--- src/rtl/pipe_adder_if.sv ---
// Operand/result handshake bundle for pipe_adder.
// The block consumes the slave view; the upstream/downstream side uses master.
interface pipe_adder_if #(
    parameter int WIDTH = 32
);
    logic             in_valid;
    logic             in_ready;
    logic [WIDTH-1:0] a;
    logic [WIDTH-1:0] b;
    logic             cin;
    logic             sub;
    logic             out_valid;
    logic             out_ready;
    logic [WIDTH-1:0] sum;
    logic             cout;
    logic             ovf;

    modport master (
        output in_valid, a, b, cin, sub, out_ready,
        input  in_ready, out_valid, sum, cout, ovf
    );

    modport slave (
        input  in_valid, a, b, cin, sub, out_ready,
        output in_ready, out_valid, sum, cout, ovf
    );
endinterface

--- src/rtl/pipe_adder.sv ---
// Carry-segmented pipelined adder/subtractor with a single global advance enable.
// Define PIPE_ADDER_SAT_EN to clamp the result to the signed limit on overflow.
module pipe_adder #(
    parameter int WIDTH  = 32,
    parameter int STAGES = 4
) (
    input  logic        clk,
    input  logic        rst,
    pipe_adder_if.slave bus
);
    localparam int SEG = WIDTH / STAGES;

    logic en_s;
    logic ovf_now_s;
    logic ovf_q;
    logic ovf_d;

    function automatic logic ovf_calc(input logic a_msb, input logic b_msb, input logic s_msb);
        return (a_msb == b_msb) && (s_msb != a_msb);
    endfunction

    for (genvar k = 0; k < STAGES; k++) begin : g_stg
        localparam int RIN = WIDTH - k * SEG;
        localparam int SW  = (k + 1) * SEG;

        logic           v_q, v_d;
        logic           c_q, c_d;
        logic [SW-1:0]  s_q, s_d, s_raw;
        logic           src_v, src_c;
        logic [RIN-1:0] src_a, src_b;
        logic [SEG:0]   seg_s;

        // Stage 0 takes the raw beat; later stages take what the previous stage registered
        if (k == 0) begin : g_head
            assign src_v = bus.in_valid;
            assign src_a = bus.a;
            assign src_b = bus.sub ? ~bus.b : bus.b;
            assign src_c = bus.sub ? 1'b1 : bus.cin;
            assign s_raw = seg_s[SEG-1:0];
        end else begin : g_body
            assign src_v = g_stg[k-1].v_q;
            assign src_a = g_stg[k-1].g_rem.a_q;
            assign src_b = g_stg[k-1].g_rem.b_q;
            assign src_c = g_stg[k-1].c_q;
            assign s_raw = {seg_s[SEG-1:0], g_stg[k-1].s_q};
        end

        assign seg_s = {1'b0, src_a[SEG-1:0]} + {1'b0, src_b[SEG-1:0]} + {{SEG{1'b0}}, src_c};

        // Valid and carry advance together under the global enable
        always_comb begin
            if (en_s) begin
                v_d = src_v;
                c_d = seg_s[SEG];
            end else begin
                v_d = v_q;
                c_d = c_q;
            end
        end

        if (k == STAGES - 1) begin : g_out
            // Final stage: optional clamp of the completed sum
            always_comb begin
                if (!en_s) begin
                    s_d = s_q;
                end else begin
`ifdef PIPE_ADDER_SAT_EN
                    if (ovf_now_s) begin
                        s_d = src_a[RIN-1] ? {1'b1, {(SW-1){1'b0}}} : {1'b0, {(SW-1){1'b1}}};
                    end else begin
                        s_d = s_raw;
                    end
`else
                    s_d = s_raw;
`endif
                end
            end
        end else begin : g_mid
            // Intermediate stage: accumulate the low sum segments
            always_comb begin
                if (en_s) begin
                    s_d = s_raw;
                end else begin
                    s_d = s_q;
                end
            end
        end

        if (k < STAGES - 1) begin : g_rem
            localparam int ROUT = RIN - SEG;
            logic [ROUT-1:0] a_q, a_d, b_q, b_d;

            // Upper operand segments still waiting for their turn in the carry chain
            always_comb begin
                if (en_s) begin
                    a_d = src_a[RIN-1:SEG];
                    b_d = src_b[RIN-1:SEG];
                end else begin
                    a_d = a_q;
                    b_d = b_q;
                end
            end

            // Operand skew registers
            always_ff @(posedge clk or posedge rst) begin
                if (rst) begin
                    a_q <= {ROUT{1'b0}};
                    b_q <= {ROUT{1'b0}};
                end else begin
                    a_q <= a_d;
                    b_q <= b_d;
                end
            end
        end

        // Stage valid, carry and partial-sum registers
        always_ff @(posedge clk or posedge rst) begin
            if (rst) begin
                v_q <= 1'b0;
                c_q <= 1'b0;
                s_q <= {SW{1'b0}};
            end else begin
                v_q <= v_d;
                c_q <= c_d;
                s_q <= s_d;
            end
        end
    end

    assign en_s      = !g_stg[STAGES-1].v_q || bus.out_ready;
    assign ovf_now_s = ovf_calc(g_stg[STAGES-1].src_a[SEG-1],
                                g_stg[STAGES-1].src_b[SEG-1],
                                g_stg[STAGES-1].seg_s[SEG-1]);

    // Overflow flag is judged on the unclamped top segment
    always_comb begin
        if (en_s) begin
            ovf_d = ovf_now_s;
        end else begin
            ovf_d = ovf_q;
        end
    end

    // Overflow flag register
    always_ff @(posedge clk or posedge rst) begin
        if (rst) begin
            ovf_q <= 1'b0;
        end else begin
            ovf_q <= ovf_d;
        end
    end

    assign bus.in_ready  = en_s;
    assign bus.out_valid = g_stg[STAGES-1].v_q;
    assign bus.sum       = g_stg[STAGES-1].s_q;
    assign bus.cout      = g_stg[STAGES-1].c_q;
    assign bus.ovf       = ovf_q;
endmodule

--- src/flat_wrapper.sv ---
// flat-port wrapper written by rule: the top's interface ports become plain ports
module pipe_adder_flat 
#(
    parameter int WIDTH  = 32,
    parameter int STAGES = 4
)
  (clk, rst, bus_in_valid, bus_a, bus_b, bus_cin, bus_sub, bus_out_ready, bus_in_ready, bus_out_valid, bus_sum, bus_cout, bus_ovf);
  pipe_adder_if #(.WIDTH(WIDTH)) bus_i ();
  input  logic clk;
  input  logic rst;
  input wire logic [$bits(bus_i.in_valid)-1:0] bus_in_valid;
  input wire logic [$bits(bus_i.a)-1:0] bus_a;
  input wire logic [$bits(bus_i.b)-1:0] bus_b;
  input wire logic [$bits(bus_i.cin)-1:0] bus_cin;
  input wire logic [$bits(bus_i.sub)-1:0] bus_sub;
  input wire logic [$bits(bus_i.out_ready)-1:0] bus_out_ready;
  output wire logic [$bits(bus_i.in_ready)-1:0] bus_in_ready;
  output wire logic [$bits(bus_i.out_valid)-1:0] bus_out_valid;
  output wire logic [$bits(bus_i.sum)-1:0] bus_sum;
  output wire logic [$bits(bus_i.cout)-1:0] bus_cout;
  output wire logic [$bits(bus_i.ovf)-1:0] bus_ovf;
  assign bus_i.in_valid = bus_in_valid;
  assign bus_i.a = bus_a;
  assign bus_i.b = bus_b;
  assign bus_i.cin = bus_cin;
  assign bus_i.sub = bus_sub;
  assign bus_i.out_ready = bus_out_ready;
  assign bus_in_ready = bus_i.in_ready;
  assign bus_out_valid = bus_i.out_valid;
  assign bus_sum = bus_i.sum;
  assign bus_cout = bus_i.cout;
  assign bus_ovf = bus_i.ovf;
  pipe_adder #(.WIDTH(WIDTH), .STAGES(STAGES)) u_core (.clk(clk), .rst(rst), .bus(bus_i));
endmodule
--- config.mk ---
export PLATFORM = sky130hd
export DESIGN_NAME = pipe_adder_flat
export DESIGN_NICKNAME = d
export VERILOG_FILES = /design/src/rtl/pipe_adder_if.sv /design/src/rtl/pipe_adder.sv /design/src/flat_wrapper.sv
export SDC_FILE = /design/constraint.sdc
export NUM_CORES = 1
export LEC_CHECK = 0
export BUFFER_PORTS_ARGS = -buffer_cell sky130_fd_sc_hd__buf_2
export CAP_MARGIN = 25
export CELL_PAD_IN_SITES_DETAIL_PLACEMENT = 2
export CELL_PAD_IN_SITES_GLOBAL_PLACEMENT = 2
export CORE_UTILIZATION = 32
export DETAILED_ROUTE_END_ITERATION = 8
export GPL_ROUTABILITY_DRIVEN = 0
export PLACE_DENSITY = 0.81
export SLEW_MARGIN = 20
export SYNTH_ARGS = -nofsm -noshare
export SYNTH_HDL_FRONTEND = slang
export SYNTH_SLANG_ARGS = --single-unit
--- constraint.sdc ---
create_clock -name clk -period 6.2 [get_ports clk]
set_input_delay 0.93 -clock clk [delete_from_list [all_inputs] [get_ports clk]]
set_output_delay 0.93 -clock clk [all_outputs]
set_load 0.05 [all_outputs]
## Yosys cells after proc, flatten, opt, wreduce, memory -nomap -nowiden

Cells that the tools add are included.

| word-level totals | value |
|---|---|
| register bits | 185 |

| cells by class | value |
|---|---|
| $add $sub $neg | 8 |
| eq/ne operators | 2 |
| multiplexer cells | 2 |
| bitwise gates (word level) | 1 |
| reduce and logical (&&, ||, !) cells | 3 |

Operators with widths:

| operator | count |
|---|---|
| 8-bit by 8-bit adder with 9-bit output | 4 |
| 9-bit by 1-bit adder with 9-bit output | 4 |
| 32-bit 2-to-1 mux | 1 |
| 32-bit NOT | 1 |
| 1-bit equality test | 1 |
| 1-bit logical AND | 1 |
| 1-bit logical NOT | 1 |
| 1-bit logical OR | 1 |
| 1-bit 2-to-1 mux | 1 |
| 1-bit != test | 1 |

## Logic depth before layout (Yosys ltp)

Gate-level depths: netlist of run 1.

| depth | value |
|---|---|
| word-level depth | 4 |
| mapped depth | 11 |
| depth with buffers taken out | 9 |

## Worst setup path before layout of run 1

OpenSTA, ideal clock, no wires.

| timing | value |
|---|---|
| path type | input-to-reg |
| from | in bus_sub |
| to | reg u_core.g_stg[0].c_q |
| setup time | 0.124 ns |
| arrival | 2.953 ns |
| path slack | 3.123 ns |
| cell stages on the path | 11 |
| buffers on the path | 2 |
| cells stage by stage | buf_2 -> buf_2 -> or2_2 -> fa_1 -> inv_1 -> fa_1 -> nor2b_1 -> o31a_1 -> o21ai_2 -> a21oi_1 -> a211o_1 |

| on the way | value |
|---|---|
| cells in the longest elaborated chain, start to end | 3 |
| elaborated cells between the ends (all ways) | 4 |
| classes of those cells | 2 x add/sub; 2 x mux |

Ends and longest elaborated chain:

| what | line | RTL |
|---|---|---|
| start: declaration | flat_wrapper.sv:15 | `input wire logic [$bits(bus_i.sub)-1:0] bus_sub;` |
| 32-bit 2-to-1 mux | pipe_adder.sv:37 | `assign src_b = bus.sub ? ~bus.b : bus.b;` |
| 8-bit by 8-bit adder with 9-bit output | pipe_adder.sv:48 | `assign seg_s = {1'b0, src_a[SEG-1:0]} + {1'b0, src_b[SEG-1:0]} + {{SEG{1'b0}}, src_c};` |
| 9-bit by 1-bit adder with 9-bit output (*) | pipe_adder.sv:48 |  |
| end signal: assignment | pipe_adder.sv:120 | `c_q <= 1'b0;` |
| end signal: assignment | pipe_adder.sv:124 | `c_q <= c_d;` |
| end: declaration | pipe_adder.sv:27 | `logic c_q, c_d;` |

Every way passes the cells marked *; elsewhere a longest branch is shown, timed or not.
A chain may end at the register's enable or synchronous reset.

## Final worst setup path of run 1

| timing | value |
|---|---|
| from | in bus_out_ready |
| to | out bus_in_ready |

| on the way | value |
|---|---|
| cells in the longest elaborated chain, start to end | 1 |

Ends and longest elaborated chain:

| what | line | RTL |
|---|---|---|
| start: declaration | flat_wrapper.sv:16 | `input wire logic [$bits(bus_i.out_ready)-1:0] bus_out_ready;` |
| 1-bit logical OR | pipe_adder.sv:130 | `assign en_s = !g_stg[STAGES-1].v_q \|\| bus.out_ready;` |
| end: declaration | flat_wrapper.sv:17 | `output wire logic [$bits(bus_i.in_ready)-1:0] bus_in_ready;` |

No other way between the ends.

==> results of run 1 <==
## synthesized netlist by cell type (all sizes together) (8+ instances only)
master and instances:
nor2 15, dfrtp 185, ha 28, xor2 20, o21ai 50, clkbuf 11, fa 8, a21oi 21
a211oi 9, inv 8, buf 34, nand2 435, xnor2 28
## metrics by stage
| step | std cells | hold slack (ns) |
|---|---|---|
| after floorplan | 909 | 0.430 |
| after detailed placement | 1303 | 0.454 |
| after global placement | 1303 | 0.448 |
| final | 1335 | 0.465 |
| after CTS | 1335 | 0.470 |
| after global routing | 1335 | 0.493 |
## how the worst max path moves through the flow
stage,cells past startpoint,to,start
2_1_floorplan,1,u_core.bus.cout,rst
3_3_place_gp,10,u_core.g_stg[0].s_q[6],bus_sub
3_5_place_dp,10,u_core.g_stg[0].s_q[6],bus_sub
4_1_cts,4,bus_in_ready,bus_out_ready
5_1_grt,4,bus_in_ready,bus_out_ready
6_report,4,bus_in_ready,bus_out_ready
## cell type report
class | instances | area (sq um) | share of cell area [%]
repair buffers | 109 | 568 | 5.82
clock inverters | 15 | 156 | 1.60
flip-flops and latches | 185 | 4630 | 47.5
multi-input cells | 671 | 3520 | 36.1
clock buffers | 17 | 425 | 4.36
inverters | 8 | 40.0 | 0.411
well taps | 330 | 413 | 4.23
## registers in the layout, indices dropped and copies added (netlist names)
signal / flops
u_core.g_stg.g_rem.a_q: 48
u_core.g_stg.g_rem.b_q: 48
u_core.g_stg.s_q: 48
u_core.bus.sum: 32
u_core.g_stg.c_q: 3
u_core.g_stg.v_q: 3
u_core.bus.cout: 1
u_core.bus.out_valid: 1
u_core.bus.ovf: 1
## power groups by stage
stage	logic, mW	clock network [mW]	registers [mW]
final	2.24	1.09	2.06
after global routing	2.53	1.18	2.14
after CTS	2.30	1.13	2.08
after detailed placement	2.27	0	2.09
after global placement	2.15	0	2.06
after floorplan	1.35	0	2.39
## worst register-to-register path, delay by kind of cell, from the launching register on
| family | cells | cell delay, ns |
|---|---|---|
| compound gates | 4 | 0.87 |
| xor+xnor | 1 | 0.20 |
| fa+ha+maj | 2 | 0.93 |
| flops | 1 | 0.40 |
## metal layers
| metal | track usage, % | up-vias |
|---|---|---|
| met5 | 0 | - |
| met3 | 2.32 | 17 |
| met2 | 29.4 | 72 |
| li1 | - | 3076 |
| met1 | 21.1 | 3192 |
| met4 | 4.63 | 0 |
## cell families after synthesis
group / count (synthesis) / share of synthesized area [%]
adder cells (fa/ha/maj): 36 / 6.09
AO/OA/AOI/OAI: 111 / 8.59
AND/OR/NAND/NOR: 476 / 22.2
buffers and inverters: 53 / 2.95
XOR/XNOR: 48 / 5.01
flip-flops: 185 / 55.2
==> insert_results.sql, run 1 <==
INSERT INTO impl_metrics (metric_group, metric, value, unit) VALUES
('clocking', 'post-cts-setup-buffer-count', '0', ''),
('worst_setup_path', 'cp-end-kind', 'output port', ''),
('timing', 'post-route-worst-setup-slack', '3.11', 'ns'),
('timing', 'timing_max_transition_violations_final', '0', ''),
('die', 'die-height', '164', 'um'),
('timing', 'fin_worst_skew', '0.0113', 'ns'),
('cells_and_area', 'finalInstanceArea', '0.00975', 'sq mm'),
('detailed_routing', 'met3WireLength', '374', 'um'),
('worst_setup_path', 'rr_startpoint', 'u_core.g_stg[1].g_rem.b_q[0]', ''),
('worst_setup_path', 'critPathMostFrequentCell', 'buf_2', ''),
('synthesis', 'synth.top_cells.by_area', 'dfrtp_1 (55%), nand2_1 (19%), ha_1 (4.2%)', ''),
('worst_setup_path', 'worstReg2RegEnd', 'u_core.g_stg[2].s_q[22]', ''),
('clocking', 'clock_tree.root_cell', 'clkbuf_16', ''),
('power_and_ir_drop', 'switching_share', '43.2', '%'),
('clocking', 'clk-insertion-delay-late', '0.43', 'ns'),
('timing', 'fmax', '0.324', 'GHz'),
('worst_setup_path', 'path_max_fanout', '83', ''),
('min_path', 'timing.hold.worst.start', 'u_core.bus.sum[17]', ''),
('die', 'floorplan.rows', '58', ''),
('synthesis', 'syn_avg_cell_area', '9.23', 'sq um'),
('detailed_routing', 'wl_met1', '9.34', 'mm'),
('die', 'floorplan.core_area', '0.0255', 'sq mm'),
('power_and_ir_drop', 'power.share.sequential', '38.3', '%'),
('timing', 'worst_pin_slew', '1.19', 'ns'),
('detailed_routing', 'drtAntennaViolNets', '0', ''),
('worst_setup_path', 'worst_setup_slack_for_register_to_register_paths', '3.63', 'ns'),
('timing', 'unrepaired_setup_endpoints_after_global_routing', 'false', ''),
('power_and_ir_drop', 'power.density', '553', 'mW/mm^2'),
('cells_and_area', 'most_frequent_standard_cell_in_the_layout_excluding_fill_and_tap_cells', 'nand2_1', ''),
('detailed_routing', 'wl_per_cell', '15.3', 'um'),
('min_path', 'worst_hold_path_type', 'flop to flop', ''),
('synthesis', 'cell_area_after_synthesis', '0.00839', 'sq mm'),
('die', 'die-width', '164', 'um'),
('worst_setup_path', 'setup.worst_path.class', 'primary input to output port', ''),
('cells_and_area', 'most_frequent_cells_in_the_layout', 'nand2_1 (434), dfrtp_1 (185), buf_2 (105)', ''),
('worst_setup_path', 'start_kind', 'primary input', ''),
('place', 'port_buffer_count', '105', ''),
('cells_and_area', 'layout.nets', '1098', ''),
('timing', 'hold_viol_final', '0', ''),
('detailed_routing', 'drt_first_iter_violations', '304', ''),
('power_and_ir_drop', 'clk_network_pwr_share', '20.3', '%'),
('clocking', 'cts_made_buffers', '17', ''),
('detailed_routing', 'highest_layer', 'met4', ''),
('detailed_routing', 'finalWirelength', '20.4', 'mm'),
('global_routing', 'grt_pass1_vias', '7105', ''),
('detailed_routing', 'met2RoutedLength', '10.5', 'mm'),
('place', 'postPlaceCellArea', '0.00917', 'sq mm'),
('place', 'dp_hpwl', '13.5', 'mm'),
('global_routing', 'groute.usage.overall', '16.6', '%'),
('timing', 'finalWorstPathRequiredPeriod', '3.09', 'ns'),
('synthesis', 'syn_inst', '909', ''),
('detailed_routing', 'detailroute.via_count', '6357', ''),
('power_and_ir_drop', 'design_power_total', '5.40', 'mW'),
('place', 'pre_cts_ws', '2.82', 'ns'),
('global_routing', 'grt_max_degree', '225', ''),
('cells_and_area', 'antenna-diode-count', '0', ''),
('synthesis', 'synth-edff-count', '0', ''),
('worst_setup_path', 'critPathArrivalTime', '2.16', 'ns'),
('timing', 'total_setup_violations_reported_at_the_end_of_the_flow', '0', ''),
('worst_setup_path', 'worst_ep_required_time', '5.27', 'ns'),
('global_routing', 'globalRoute.totalOverflow', '0', ''),
('power_and_ir_drop', 'intPower', '3.07', 'mW'),
('detailed_routing', 'drt-vias-per-instance', '4.76', ''),
('clocking', 'clock_pin_slew_worst_setup_and_hold_paths', '0.07', 'ns'),
('die', 'io_pins', '106', ''),
('cells_and_area', 'area_growth', '16.2', '%'),
('die', 'die_area', '0.0269', 'sq mm'),
('synthesis', 'async_flop_share', '100', '%'),
('outcome', 'outcome', 'finished clean', ''),
('min_path', 'hold-path-cell-count', '2', ''),
('clocking', 'cts_h_tree_depth', '4', '');
No activity file was read; power rests on OpenSTA's default activity.
==> run 2: changes to the inputs <==
--- a/config.mk
+++ b/config.mk
@@ -9,10 +9,10 @@
 export CAP_MARGIN = 25
 export CELL_PAD_IN_SITES_DETAIL_PLACEMENT = 2
 export CELL_PAD_IN_SITES_GLOBAL_PLACEMENT = 2
-export CORE_UTILIZATION = 32
+export CORE_UTILIZATION = 36
 export DETAILED_ROUTE_END_ITERATION = 8
 export GPL_ROUTABILITY_DRIVEN = 0
-export PLACE_DENSITY = 0.81
+export PLACE_DENSITY = 0.86
 export SLEW_MARGIN = 20
 export SYNTH_ARGS = -nofsm -noshare
 export SYNTH_HDL_FRONTEND = slang
==> constraint.sdc (replaced) <==
create_clock -name clk -period 3.1 [get_ports clk]
set_input_delay 0.465 -clock clk [delete_from_list [all_inputs] [get_ports clk]]
set_output_delay 0.465 -clock clk [all_outputs]
set_load 0.05 [all_outputs]
==> insert_results.sql, run 2 (synthesis gave the netlist of run 1 again) <==
INSERT INTO impl_metrics (metric_group, metric, value, unit) VALUES
('detailed_routing', 'drt-vias-per-instance', '4.83', ''),
('worst_setup_path', 'setup.worst_path.class', 'flop to flop', ''),
('power_and_ir_drop', 'vdd_ir_drop_max', '421', 'uV'),
('clocking', 'clkSinkCount', '185', ''),
('cells_and_area', 'most_frequent_standard_cell_in_the_layout_excluding_fill_and_tap_cells', 'nand2_1', ''),
('detailed_routing', 'wl_per_cell', '15.8', 'um'),
('die', 'io_pins', '106', ''),
('clocking', 'cts_made_buffers', '17', ''),
('cells_and_area', 'utilization', '43.0', '%'),
('timing', 'finalWorstPathRequiredPeriod', '2.49', 'ns'),
('timing', 'fin_worst_skew', '0.0113', 'ns'),
('global_routing', 'grt_pass1_vias', '7131', ''),
('detailed_routing', 'remaining_design_rule_violation_count', '0', ''),
('timing', 'unrepaired_setup_endpoints_after_global_routing', 'false', ''),
('cells_and_area', 'fillers', '2536', ''),
('global_routing', 'grt_pass1_wl', '35.8', 'mm'),
('cells_and_area', 'most_frequent_cells_in_the_layout', 'nand2_1 (434), dfrtp_1 (185), buf_2 (105)', ''),
('die', 'initial_utilization', '36.8', '%'),
('clocking', 'resized_gates_after_cts', '0', ''),
('timing', 'timing_max_transition_violations_final', '0', ''),
('timing', 'slew_headroom', '38.5', '%'),
('place', 'pre_cts_ws', '0.392', 'ns'),
('timing', 'worst_pin_slew', '0.922', 'ns'),
('die', 'die-width', '155', 'um'),
('detailed_routing', 'highest_layer', 'met4', ''),
('detailed_routing', 'drt_first_iter_violations', '220', ''),
('clocking', 'post-cts-setup-buffer-count', '0', ''),
('timing', 'fin_crit_sh', '80.5', '%'),
('detailed_routing', 'met3WireLength', '478', 'um'),
('global_routing', 'grt_antenna_before_repair', '0', ''),
('detailed_routing', 'finalWirelength', '20.9', 'mm'),
('clocking', 'clock_tree.root_cell', 'clkbuf_16', ''),
('die', 'floorplan.core_area', '0.0228', 'sq mm'),
('timing', 'fmax', '0.401', 'GHz'),
('die', 'die-height', '155', 'um'),
('global_routing', 'groute.usage.overall', '19.0', '%'),
('clocking', 'cts_h_tree_depth', '4', ''),
('cells_and_area', 'layout.area.seq', '0.00463', 'sq mm'),
('place', 'port_buffer_count', '105', ''),
('clocking', 'clock_pin_slew_worst_setup_and_hold_paths', '0.07', 'ns'),
('cells_and_area', 'multi_input_area', '0.00352', 'sq mm'),
('outcome', 'outcome', 'finished clean', ''),
('worst_setup_path', 'worst_ep_required_time', '3.38', 'ns'),
('worst_setup_path', 'start_kind', 'flop', ''),
('clocking', 'clk-insertion-delay-late', '0.44', 'ns'),
('die', 'floorplan.rows', '55', ''),
('detailed_routing', 'detailed_routing_iteration_count_for_the_pre_antenna_repair_pass', '4', ''),
('place', 'placedCellCount', '1290', ''),
('worst_setup_path', 'worst_setup_slack_for_register_to_register_paths', '0.61', 'ns'),
('timing', 'hold_viol_final', '0', ''),
('detailed_routing', 'drtAntennaViolNets', '0', ''),
('worst_setup_path', 'cp-end-kind', 'flop', ''),
('timing', 'fin_worst_hold_slack', '0.153', 'ns'),
('min_path', 'worst_hold_path_type', 'primary input to async pin', ''),
('cells_and_area', 'layoutNonFillerInstCount', '1322', ''),
('cells_and_area', 'proportion_of_layout_cells_with_a_drive_suffix_above_1', '15.6', '%'),
('cells_and_area', 'largest_registers_ranked_by_flip_flop_count', 'u_core.g_stg.g_rem.a_q x48, u_core.g_stg.g_rem.b_q x48, u_core.g_stg.s_q x48', ''),
('timing', 'setup-tns-final', '0', 'ns'),
('job', 'timing.max_cap.violations', '0', ''),
('cells_and_area', 'antenna-diode-count', '0', ''),
('global_routing', 'globalRoute.totalOverflow', '0', ''),
('cells_and_area', 'area_growth', '16.9', '%'),
('power_and_ir_drop', 'power.density', '1110', 'mW/mm^2'),
('timing', 'total_setup_violations_reported_at_the_end_of_the_flow', '0', ''),
('detailed_routing', 'wl_met1', '9.22', 'mm'),
('timing', 'post-route-worst-setup-slack', '0.606', 'ns'),
('worst_setup_path', 'critPathArrivalTime', '2.78', 'ns'),
('place', 'dp_hpwl', '13.7', 'mm'),
('clocking', 'cts-root-to-sink-buffers', '2', ''),
('place', 'postPlaceCellArea', '0.00921', 'sq mm'),
('global_routing', 'grt_max_degree', '190', ''),
('detailed_routing', 'detailroute.via_count', '6379', ''),
('power_and_ir_drop', 'design_power_total', '10.9', 'mW'),
('power_and_ir_drop', 'p_leak', '4.95', 'nW'),
('cells_and_area', 'finalInstanceArea', '0.00980', 'sq mm'),
('die', 'die_area', '0.0239', 'sq mm'),
('clocking', 'tritoncts_clock_tree', 'done', ''),
('detailed_routing', 'met2RoutedLength', '10.9', 'mm'),
('clocking', 'hold_buffers', '0', ''),
('worst_setup_path', 'path_max_fanout', '3', ''),
('cells_and_area', 'layout.nets', '1102', '');
-- run 2: cell type report --
class | instances | share of cell area (%)
well taps | 313 | 3.99
clock buffers | 17 | 4.34
flip-flops and latches | 185 | 47.2
repair buffers | 113 | 6.48
clock inverters | 15 | 1.68
multi-input cells | 671 | 35.9
inverters | 8 | 0.370
-- run 2: path summary, 6_finish.rpt --
kind                                                 end                    startpoint  cells past startpoint
min reg2reg                           u_core.bus.sum[16]            u_core.bus.sum[16]                      2
max in group asynchronous  u_core.g_stg[0].g_rem.a_q[20]                           rst                      3
min                         u_core.g_stg[0].g_rem.b_q[0]                           rst                      2
min in group clk           u_core.g_stg[0].g_rem.a_q[18]                     bus_a[26]                      3
max reg2reg                          u_core.g_stg[1].c_q  u_core.g_stg[0].g_rem.b_q[0]                      7
max                                  u_core.g_stg[1].c_q  u_core.g_stg[0].g_rem.b_q[0]                      7
-- run 2: power breakdown --
part	total (mW)	leakage [nW]	switching, mW	internal [mW]
combinational	4.52	2.44	3.01	1.52
sequential	4.15	2.23	0.652	3.49
clock	2.23	0.283	1.03	1.21
total	10.9	4.95	4.69	6.22
-- run 2: critical path: stages (launching register included) --
cell	delay, ns
dfrtp_1	0.40
fa_1	0.49
fa_1	0.43
a21o_1	0.19
a311o_1	0.39
a21oi_2	0.20
nand3b_1	0.14
a31oi_1	0.10
-- run 2: per-layer routing --
layer / vias to the layer above / global-route usage (%)
li1: 3079 / -
met1: 3187 / 23.4
met2: 90 / 33.8
met3: 23 / 3.17
met4: 0 / 6.32
met5: - / 0
